### src/rtl/multicycle_control_if.sv
// Control-unit bundle: instruction/status inputs from the datapath, control strobes back to it.
// master = datapath side, slave = control unit.
interface multicycle_control_if;
   logic [31:0] Instr;
   logic        Zero;
   logic        Mem_Ack;
   logic [2:0]  State;
   logic        IR_LdEn;
   logic        PC_LdEn;
   logic        PC_Sel;
   logic        RF_WrEn;
   logic        RF_B_Sel;
   logic        RF_WrData_Sel;
   logic        ALU_Bin_Sel;
   logic        ALU_A_Zero;
   logic [3:0]  ALU_Func;
   logic [1:0]  ImmExt_Sel;
   logic        Mem_Req;
   logic        Mem_WrEn;
   logic        ByteOp;
   logic        Illegal;

   modport master (
      output Instr, Zero, Mem_Ack,
      input  State, IR_LdEn, PC_LdEn, PC_Sel, RF_WrEn, RF_B_Sel, RF_WrData_Sel,
             ALU_Bin_Sel, ALU_A_Zero, ALU_Func, ImmExt_Sel, Mem_Req, Mem_WrEn, ByteOp, Illegal
   );

   modport slave (
      input  Instr, Zero, Mem_Ack,
      output State, IR_LdEn, PC_LdEn, PC_Sel, RF_WrEn, RF_B_Sel, RF_WrData_Sel,
             ALU_Bin_Sel, ALU_A_Zero, ALU_Func, ImmExt_Sel, Mem_Req, Mem_WrEn, ByteOp, Illegal
   );
endinterface

### src/rtl/multicycle_control.sv
// Multicycle CPU control FSM: FETCH/DECODE/EXEC/MEM/WB sequencing plus combinational decode.
// Illegal opcodes are sticky until reset.
module multicycle_control (
   input logic                 Clk,
   input logic                 Reset,
   multicycle_control_if.slave bus
);

   typedef enum logic [2:0] {
      StFetch  = 3'b000,
      StDecode = 3'b001,
      StExec   = 3'b010,
      StMem    = 3'b011,
      StWb     = 3'b100
   } state_e;

   state_e     state_q, state_d;
   logic       illegal_q, illegal_d;
   logic [5:0] opcode;
   logic [3:0] func;
   logic       is_r, is_li, is_lui, is_addi, is_nandi, is_ori;
   logic       is_b, is_beq, is_bne, is_lb, is_lw, is_sb, is_sw;
   logic       is_legal, is_alu, is_load, is_store, is_branch, is_itype, taken;
   logic       unused_instr;

   assign opcode       = bus.Instr[31:26];
   assign func         = bus.Instr[3:0];
   assign unused_instr = ^bus.Instr[25:4];

   assign is_r     = (opcode == 6'b100000);
   assign is_li    = (opcode == 6'b111000);
   assign is_lui   = (opcode == 6'b111001);
   assign is_addi  = (opcode == 6'b110000);
   assign is_nandi = (opcode == 6'b110010);
   assign is_ori   = (opcode == 6'b110011);
   assign is_b     = (opcode == 6'b111111);
   assign is_beq   = (opcode == 6'b000000);
   assign is_bne   = (opcode == 6'b000001);
   assign is_lb    = (opcode == 6'b000011);
   assign is_lw    = (opcode == 6'b000111);
   assign is_sb    = (opcode == 6'b001111);
   assign is_sw    = (opcode == 6'b011111);

   assign is_alu    = is_r | is_li | is_lui | is_addi | is_nandi | is_ori;
   assign is_load   = is_lb | is_lw;
   assign is_store  = is_sb | is_sw;
   assign is_branch = is_b | is_beq | is_bne;
   assign is_legal  = is_alu | is_load | is_store | is_branch;
   assign is_itype  = is_legal & ~is_r;
   assign taken     = is_b | (is_beq & bus.Zero) | (is_bne & ~bus.Zero);

   // Datapath select decode is purely a function of the current instruction word.
   always_comb begin
      bus.ImmExt_Sel = 2'b00;
      if (is_nandi || is_ori)  bus.ImmExt_Sel = 2'b01;
      if (is_lui)              bus.ImmExt_Sel = 2'b10;
      if (is_branch)           bus.ImmExt_Sel = 2'b11;

      bus.ALU_Func = 4'b0000;
      if (is_r)                bus.ALU_Func = func;
      if (is_nandi)            bus.ALU_Func = 4'b0101;
      if (is_ori)              bus.ALU_Func = 4'b0011;
      if (is_beq || is_bne)    bus.ALU_Func = 4'b0001;
   end

   assign bus.ALU_A_Zero  = is_li | is_lui;
   assign bus.ALU_Bin_Sel = is_itype & ~(is_beq | is_bne);
   assign bus.RF_B_Sel    = is_itype;
   assign bus.State       = state_q;
   assign bus.Illegal     = illegal_q;

   always_ff @(posedge Clk) begin
      if (!Reset) begin
         state_q   <= StFetch;
         illegal_q <= 1'b0;
      end else begin
         state_q   <= state_d;
         illegal_q <= illegal_d;
      end
   end

   always_comb begin
      state_d           = state_q;
      illegal_d         = illegal_q;
      bus.IR_LdEn       = 1'b0;
      bus.PC_LdEn       = 1'b0;
      bus.PC_Sel        = 1'b0;
      bus.RF_WrEn       = 1'b0;
      bus.RF_WrData_Sel = 1'b0;
      bus.Mem_Req       = 1'b0;
      bus.Mem_WrEn      = 1'b0;
      bus.ByteOp        = 1'b0;
      // Strobes stay quiet for the whole time reset is held low.
      if (Reset) begin
         unique case (state_q)
            StFetch: begin
               bus.IR_LdEn = 1'b1;
               state_d     = StDecode;
            end
            StDecode: begin
               if (!is_legal) begin
                  illegal_d   = 1'b1;
                  bus.PC_LdEn = 1'b1;
                  state_d     = StFetch;
               end else begin
                  state_d = StExec;
               end
            end
            StExec: begin
               if (is_branch) begin
                  bus.PC_LdEn = 1'b1;
                  bus.PC_Sel  = taken;
                  state_d     = StFetch;
               end else if (is_load || is_store) begin
                  state_d = StMem;
               end else if (is_alu) begin
                  state_d = StWb;
               end else begin
                  state_d = StFetch;
               end
            end
            StMem: begin
               bus.Mem_Req  = 1'b1;
               bus.Mem_WrEn = is_store;
               bus.ByteOp   = is_lb | is_sb;
               if (bus.Mem_Ack) begin
                  if (is_load) begin
                     state_d = StWb;
                  end else begin
                     bus.PC_LdEn = 1'b1;
                     state_d     = StFetch;
                  end
               end
            end
            StWb: begin
               bus.RF_WrEn       = 1'b1;
               bus.RF_WrData_Sel = is_load;
               bus.PC_LdEn       = 1'b1;
               state_d           = StFetch;
            end
            default: state_d = StFetch;
         endcase
      end
   end

endmodule
### src/flat_wrapper.sv
// flat-port wrapper written by rule: the top's interface ports become plain ports
module multicycle_control_flat 
  (Clk, Reset, bus_Instr, bus_Zero, bus_Mem_Ack, bus_State, bus_IR_LdEn, bus_PC_LdEn, bus_PC_Sel, bus_RF_WrEn, bus_RF_B_Sel, bus_RF_WrData_Sel, bus_ALU_Bin_Sel, bus_ALU_A_Zero, bus_ALU_Func, bus_ImmExt_Sel, bus_Mem_Req, bus_Mem_WrEn, bus_ByteOp, bus_Illegal);
  multicycle_control_if bus_i ();
  input logic Clk;
  input logic Reset;
  input wire logic [$bits(bus_i.Instr)-1:0] bus_Instr;
  input wire logic [$bits(bus_i.Zero)-1:0] bus_Zero;
  input wire logic [$bits(bus_i.Mem_Ack)-1:0] bus_Mem_Ack;
  output wire logic [$bits(bus_i.State)-1:0] bus_State;
  output wire logic [$bits(bus_i.IR_LdEn)-1:0] bus_IR_LdEn;
  output wire logic [$bits(bus_i.PC_LdEn)-1:0] bus_PC_LdEn;
  output wire logic [$bits(bus_i.PC_Sel)-1:0] bus_PC_Sel;
  output wire logic [$bits(bus_i.RF_WrEn)-1:0] bus_RF_WrEn;
  output wire logic [$bits(bus_i.RF_B_Sel)-1:0] bus_RF_B_Sel;
  output wire logic [$bits(bus_i.RF_WrData_Sel)-1:0] bus_RF_WrData_Sel;
  output wire logic [$bits(bus_i.ALU_Bin_Sel)-1:0] bus_ALU_Bin_Sel;
  output wire logic [$bits(bus_i.ALU_A_Zero)-1:0] bus_ALU_A_Zero;
  output wire logic [$bits(bus_i.ALU_Func)-1:0] bus_ALU_Func;
  output wire logic [$bits(bus_i.ImmExt_Sel)-1:0] bus_ImmExt_Sel;
  output wire logic [$bits(bus_i.Mem_Req)-1:0] bus_Mem_Req;
  output wire logic [$bits(bus_i.Mem_WrEn)-1:0] bus_Mem_WrEn;
  output wire logic [$bits(bus_i.ByteOp)-1:0] bus_ByteOp;
  output wire logic [$bits(bus_i.Illegal)-1:0] bus_Illegal;
  assign bus_i.Instr = bus_Instr;
  assign bus_i.Zero = bus_Zero;
  assign bus_i.Mem_Ack = bus_Mem_Ack;
  assign bus_State = bus_i.State;
  assign bus_IR_LdEn = bus_i.IR_LdEn;
  assign bus_PC_LdEn = bus_i.PC_LdEn;
  assign bus_PC_Sel = bus_i.PC_Sel;
  assign bus_RF_WrEn = bus_i.RF_WrEn;
  assign bus_RF_B_Sel = bus_i.RF_B_Sel;
  assign bus_RF_WrData_Sel = bus_i.RF_WrData_Sel;
  assign bus_ALU_Bin_Sel = bus_i.ALU_Bin_Sel;
  assign bus_ALU_A_Zero = bus_i.ALU_A_Zero;
  assign bus_ALU_Func = bus_i.ALU_Func;
  assign bus_ImmExt_Sel = bus_i.ImmExt_Sel;
  assign bus_Mem_Req = bus_i.Mem_Req;
  assign bus_Mem_WrEn = bus_i.Mem_WrEn;
  assign bus_ByteOp = bus_i.ByteOp;
  assign bus_Illegal = bus_i.Illegal;
  multicycle_control u_core (.Clk(Clk), .Reset(Reset), .bus(bus_i));
endmodule
### config.mk
export PLATFORM = sky130hd
export DESIGN_NAME = multicycle_control_flat
export DESIGN_NICKNAME = d
export VERILOG_FILES = /design/src/rtl/multicycle_control_if.sv /design/src/rtl/multicycle_control.sv /design/src/flat_wrapper.sv
export SDC_FILE = /design/constraint.sdc
export NUM_CORES = 1
export LEC_CHECK = 0
export BUFFER_PORTS_ARGS = -buffer_cell sky130_fd_sc_hd__buf_4
export CORE_MARGIN = 1.5
export CORE_UTILIZATION = 40
export DETAILED_ROUTE_END_ITERATION = 7
export PLACE_DENSITY = 0.84
export SETUP_SLACK_MARGIN = 0.2
export SLEW_MARGIN = 20
export SYNTH_ARGS = -nofsm -noshare
export SYNTH_HDL_FRONTEND = slang
export SYNTH_SLANG_ARGS = --single-unit
### constraint.sdc
create_clock -name Clk -period 2.78 [get_ports Clk]
set_input_delay 0.417 -clock Clk [delete_from_list [all_inputs] [get_ports Clk]]
set_output_delay 0.417 -clock Clk [all_outputs]
set_load 0.01 [all_outputs]
==> impl_summary.log <==
[metrics] result of the run: completed
[metrics] RePlAce Congestion: between 0.8 and 0.9
[metrics] clock buffers created by TritonCTS: 3
[metrics] origin of the worst setup path: bus_Instr[31]
[metrics] depth of the most critical reg-to-reg path: 3
[metrics] number of enable flip-flop cells after synthesis: 0
[metrics] summed instance area of the synthesized netlist: approximately 660 um^2
[metrics] total congestion overflow: 0
[metrics] fraction of registers with async set or reset after synthesis: 0%
[metrics] reg-to-reg critical path startpoint: u_core.bus.State[0]$_SDFFE_PN0P_
[metrics] Die Area: about 1900 um^2
[metrics] Top FF cell, synth: sky130_fd_sc_hd__dfxtp_1
[metrics] maximum number of pins on one net before global-route repair: 21
[metrics] count of nets after finishing: 166
[metrics] height of the chip: 43.8 um
[metrics] vias in the first global route: between 700 and 800
[metrics] via-per-instance ratio: slightly below 6
[metrics] Slew HR: 59.2%
[metrics] Crit path required time: roughly 2400 ps
[metrics] worst setup path endpoint: bus_PC_LdEn
[metrics] Power per Cell Area: around 260 nW/um^2
[metrics] biggest fanout along the worst timing path: 10
[metrics] count of final max-slew check failures: 0
[metrics] largest voltage drop on the vdd net: 192 uV
[metrics] sum of internal, switching and leakage power: around 0.24 mW
[metrics] Period minus WS final: between 2000 and 2500 ps
[metrics] count of routing violations after the opening detailed-route iteration: 17
[metrics] DP Wirelength: 1.32 mm
[metrics] cell type with the highest aggregate area in the netlist: sky130_fd_sc_hd__dfxtp_1
[metrics] root buffer selected by CTS: sky130_fd_sc_hd__clkbuf_4
[metrics] Arrival @ worst endpoint: between 1500 and 2000 ps
[metrics] unrepaired setup endpoints after global routing: false
[metrics] deepest level of the CTS H-tree: 1
[metrics] Die X: about 44 um
[metrics] most frequent cells in the layout: sky130_fd_sc_hd__buf_4 (34), sky130_fd_sc_hd__nand2_1 (12), sky130_fd_sc_hd__nand3_1 (7)
[metrics] Yosys warnings: 0
[metrics] share of the clock period used by the worst path after layout: ~86%
[metrics] DRT antenna net count: 0
[metrics] Max Fclk: around 0.42 GHz
[metrics] effective utilization at floorplan: around 44%
[metrics] Max-cap violations: 0
[metrics] number of ports placed on the die boundary: between 50 and 60
[metrics] hold buffers post-CTS: 0
[metrics] initial antenna violation count: 0
[metrics] endpoints failing hold: 0
[metrics] type of element launching the critical path: input pin
[metrics] clock tree from TritonCTS: built
[metrics] Std-Cell Rows: 14
[metrics] worst skew pair latency: ~240 ps
[metrics] Pre-Repair DR Iteration Count: 4
[metrics] portion of synthesized cell area occupied by the leading cell type: 12.1%
[metrics] Syn Area/Cell: between 6 and 7 um^2
[metrics] global-route wire length before repair: 3.13 mm
[metrics] Clk pin slew, worst setup/hold paths: approximately 40 ps
[metrics] proportion of synthesized chip area in sequential cells: 12.1%
[metrics] final routed DRC violation total: 0
[metrics] Total Neg Setup Slack: 0 ps
[metrics] number of vias after detailed routing: approximately 850
[metrics] final routed wire length divided by cell count: between 10 and 15 um
[metrics] combined global-route utilization of all metal layers: just over 20%
[metrics] clock tree sinks: 4
[metrics] number of setup violations in the final report: 0
[metrics] critical path capture point type: primary output
[metrics] net count after synthesis: about 140
[metrics] FF+latch count, synth: 4
[metrics] core footprint: between 1500 and 2000 um^2
[metrics] wire length reported by the detailed router: ~1.8 mm
[metrics] path type of the worst min-delay path: input pin to register
[metrics] distinct cell type count after synthesis: 41
[metrics] count of inserted antenna diode cells: 0
[metrics] Setup Crit Path Kind: input pin to primary output
[metrics] layout overhead on the synthesized area: 36.5%
[metrics] number of setup buffers added after CTS: 0
[metrics] fill cell instance count of the final layout: between 100 and 150
[metrics] Max Root-Sink Buffers: 2
[metrics] slew at the pin closest to its max-slew limit: between 600 and 700 ps
[metrics] ratio of cells with drive above 1 in the final layout: 32.0%
[metrics] setup slack on the worst flop-to-flop path: roughly 1300 ps
[metrics] most frequent standard cell in the layout excluding fill and tap cells: sky130_fd_sc_hd__buf_4
[metrics] number of port buffers: 34
[metrics] leakage power summed over all cells: between 0.3 and 0.4 nW
[metrics] Gates resized, CTS repair: 0
[metrics] reg-to-reg endpoint: u_core.bus.Illegal$_SDFFE_PN0P_
[metrics] maximum clock skew at final layout: ~0.53 ps
[metrics] cell count after synthesis: between 100 and 150
[metrics] cell types occupying the most area after synthesis: sky130_fd_sc_hd__dfxtp_1 (12%), sky130_fd_sc_hd__nand2_1 (6.8%), sky130_fd_sc_hd__nand3_1 (5.3%)
state kept, by name (all words and copies together) (netlist names):
| signal | flops |
|---|---|
| u_core.bus.State | 3 |
| u_core.bus.Illegal | 1 |
per-stage QoR:
stage	std cells	utilization [%]	hold slack (ps)	instance area, um^2	setup slack, ps
floorplan	102	-	509	664	678
global placement	141	58.0	452	885	472
detailed placement	141	58.0	467	885	416
CTS	144	59.5	424	907	405
global route	144	59.5	439	907	307
finish	144	59.5	428	907	385
synth_stat cells (4+ instances only):
| library cell | instances |
|---|---|
| sky130_fd_sc_hd__a21oi_1 | 6 |
| sky130_fd_sc_hd__nor2_1 | 6 |
| sky130_fd_sc_hd__buf_2 | 5 |
| sky130_fd_sc_hd__nor2b_1 | 4 |
| sky130_fd_sc_hd__clkbuf_1 | 5 |
| sky130_fd_sc_hd__inv_1 | 5 |
| sky130_fd_sc_hd__nand2_1 | 12 |
| sky130_fd_sc_hd__nand3_1 | 7 |
| sky130_fd_sc_hd__dfxtp_1 | 4 |
| sky130_fd_sc_hd__nor3_1 | 4 |
final cells by class:
cell class                 count  area, um^2  share of cell area, %
inverter                       5        18.8                   2.07
timing repair buffer          34         255                   28.1
multi-input combinational     82         510                   56.3
tap                           16        20.0                   2.21
sequential                     4        80.1                   8.83
clock buffer                   3        22.5                   2.48
logic make-up after synthesis:
logic type,Yosys count,share of synthesized area [%]
AOI/OAI and AO/OA,30,32.4
xor gates and xnor gates,1,1.32
buffers and inverters,16,11.1
DFF,4,12.1
and+or+nand+nor,51,43.1
worst min path at each step:
stage	slack [ps]	to	from	cells after the start
final	430	u_core.bus.Illegal$_SDFFE_PN0P_	Reset	2
after floorplan	510	u_core.bus.Illegal$_SDFFE_PN0P_	u_core.bus.Illegal$_SDFFE_PN0P_	1
after detailed placement	470	u_core.bus.Illegal$_SDFFE_PN0P_	u_core.bus.Illegal$_SDFFE_PN0P_	1
after global routing	440	u_core.bus.Illegal$_SDFFE_PN0P_	Reset	2
after global placement	450	u_core.bus.Illegal$_SDFFE_PN0P_	u_core.bus.Illegal$_SDFFE_PN0P_	1
after CTS	420	u_core.bus.Illegal$_SDFFE_PN0P_	Reset	2
power by group:
part           internal, mW  total, mW  switching [mW]
clock network        0.0484     0.0733          0.0249
logic                0.0450     0.0965          0.0515
registers            0.0610     0.0668         0.00588
metal layers:
layer / vias to the layer above / track usage [%] / routed length (um)
met4: 0 / 6.06 / 21
met3: 5 / 5.83 / 182
li1: 435 / - / -
met2: 44 / 32.9 / 838
met1: 369 / 27.1 / 752
met5: - / 0 / 0
worst max-delay path, stage by stage:
cell and delay [ps]:
sky130_fd_sc_hd__buf_4 150, sky130_fd_sc_hd__or3b_1 280, sky130_fd_sc_hd__o211ai_2 140, sky130_fd_sc_hd__a2111oi_1 630, sky130_fd_sc_hd__o31a_1 230, sky130_fd_sc_hd__buf_4 120
No activity file was read; power rests on OpenSTA's default activity.
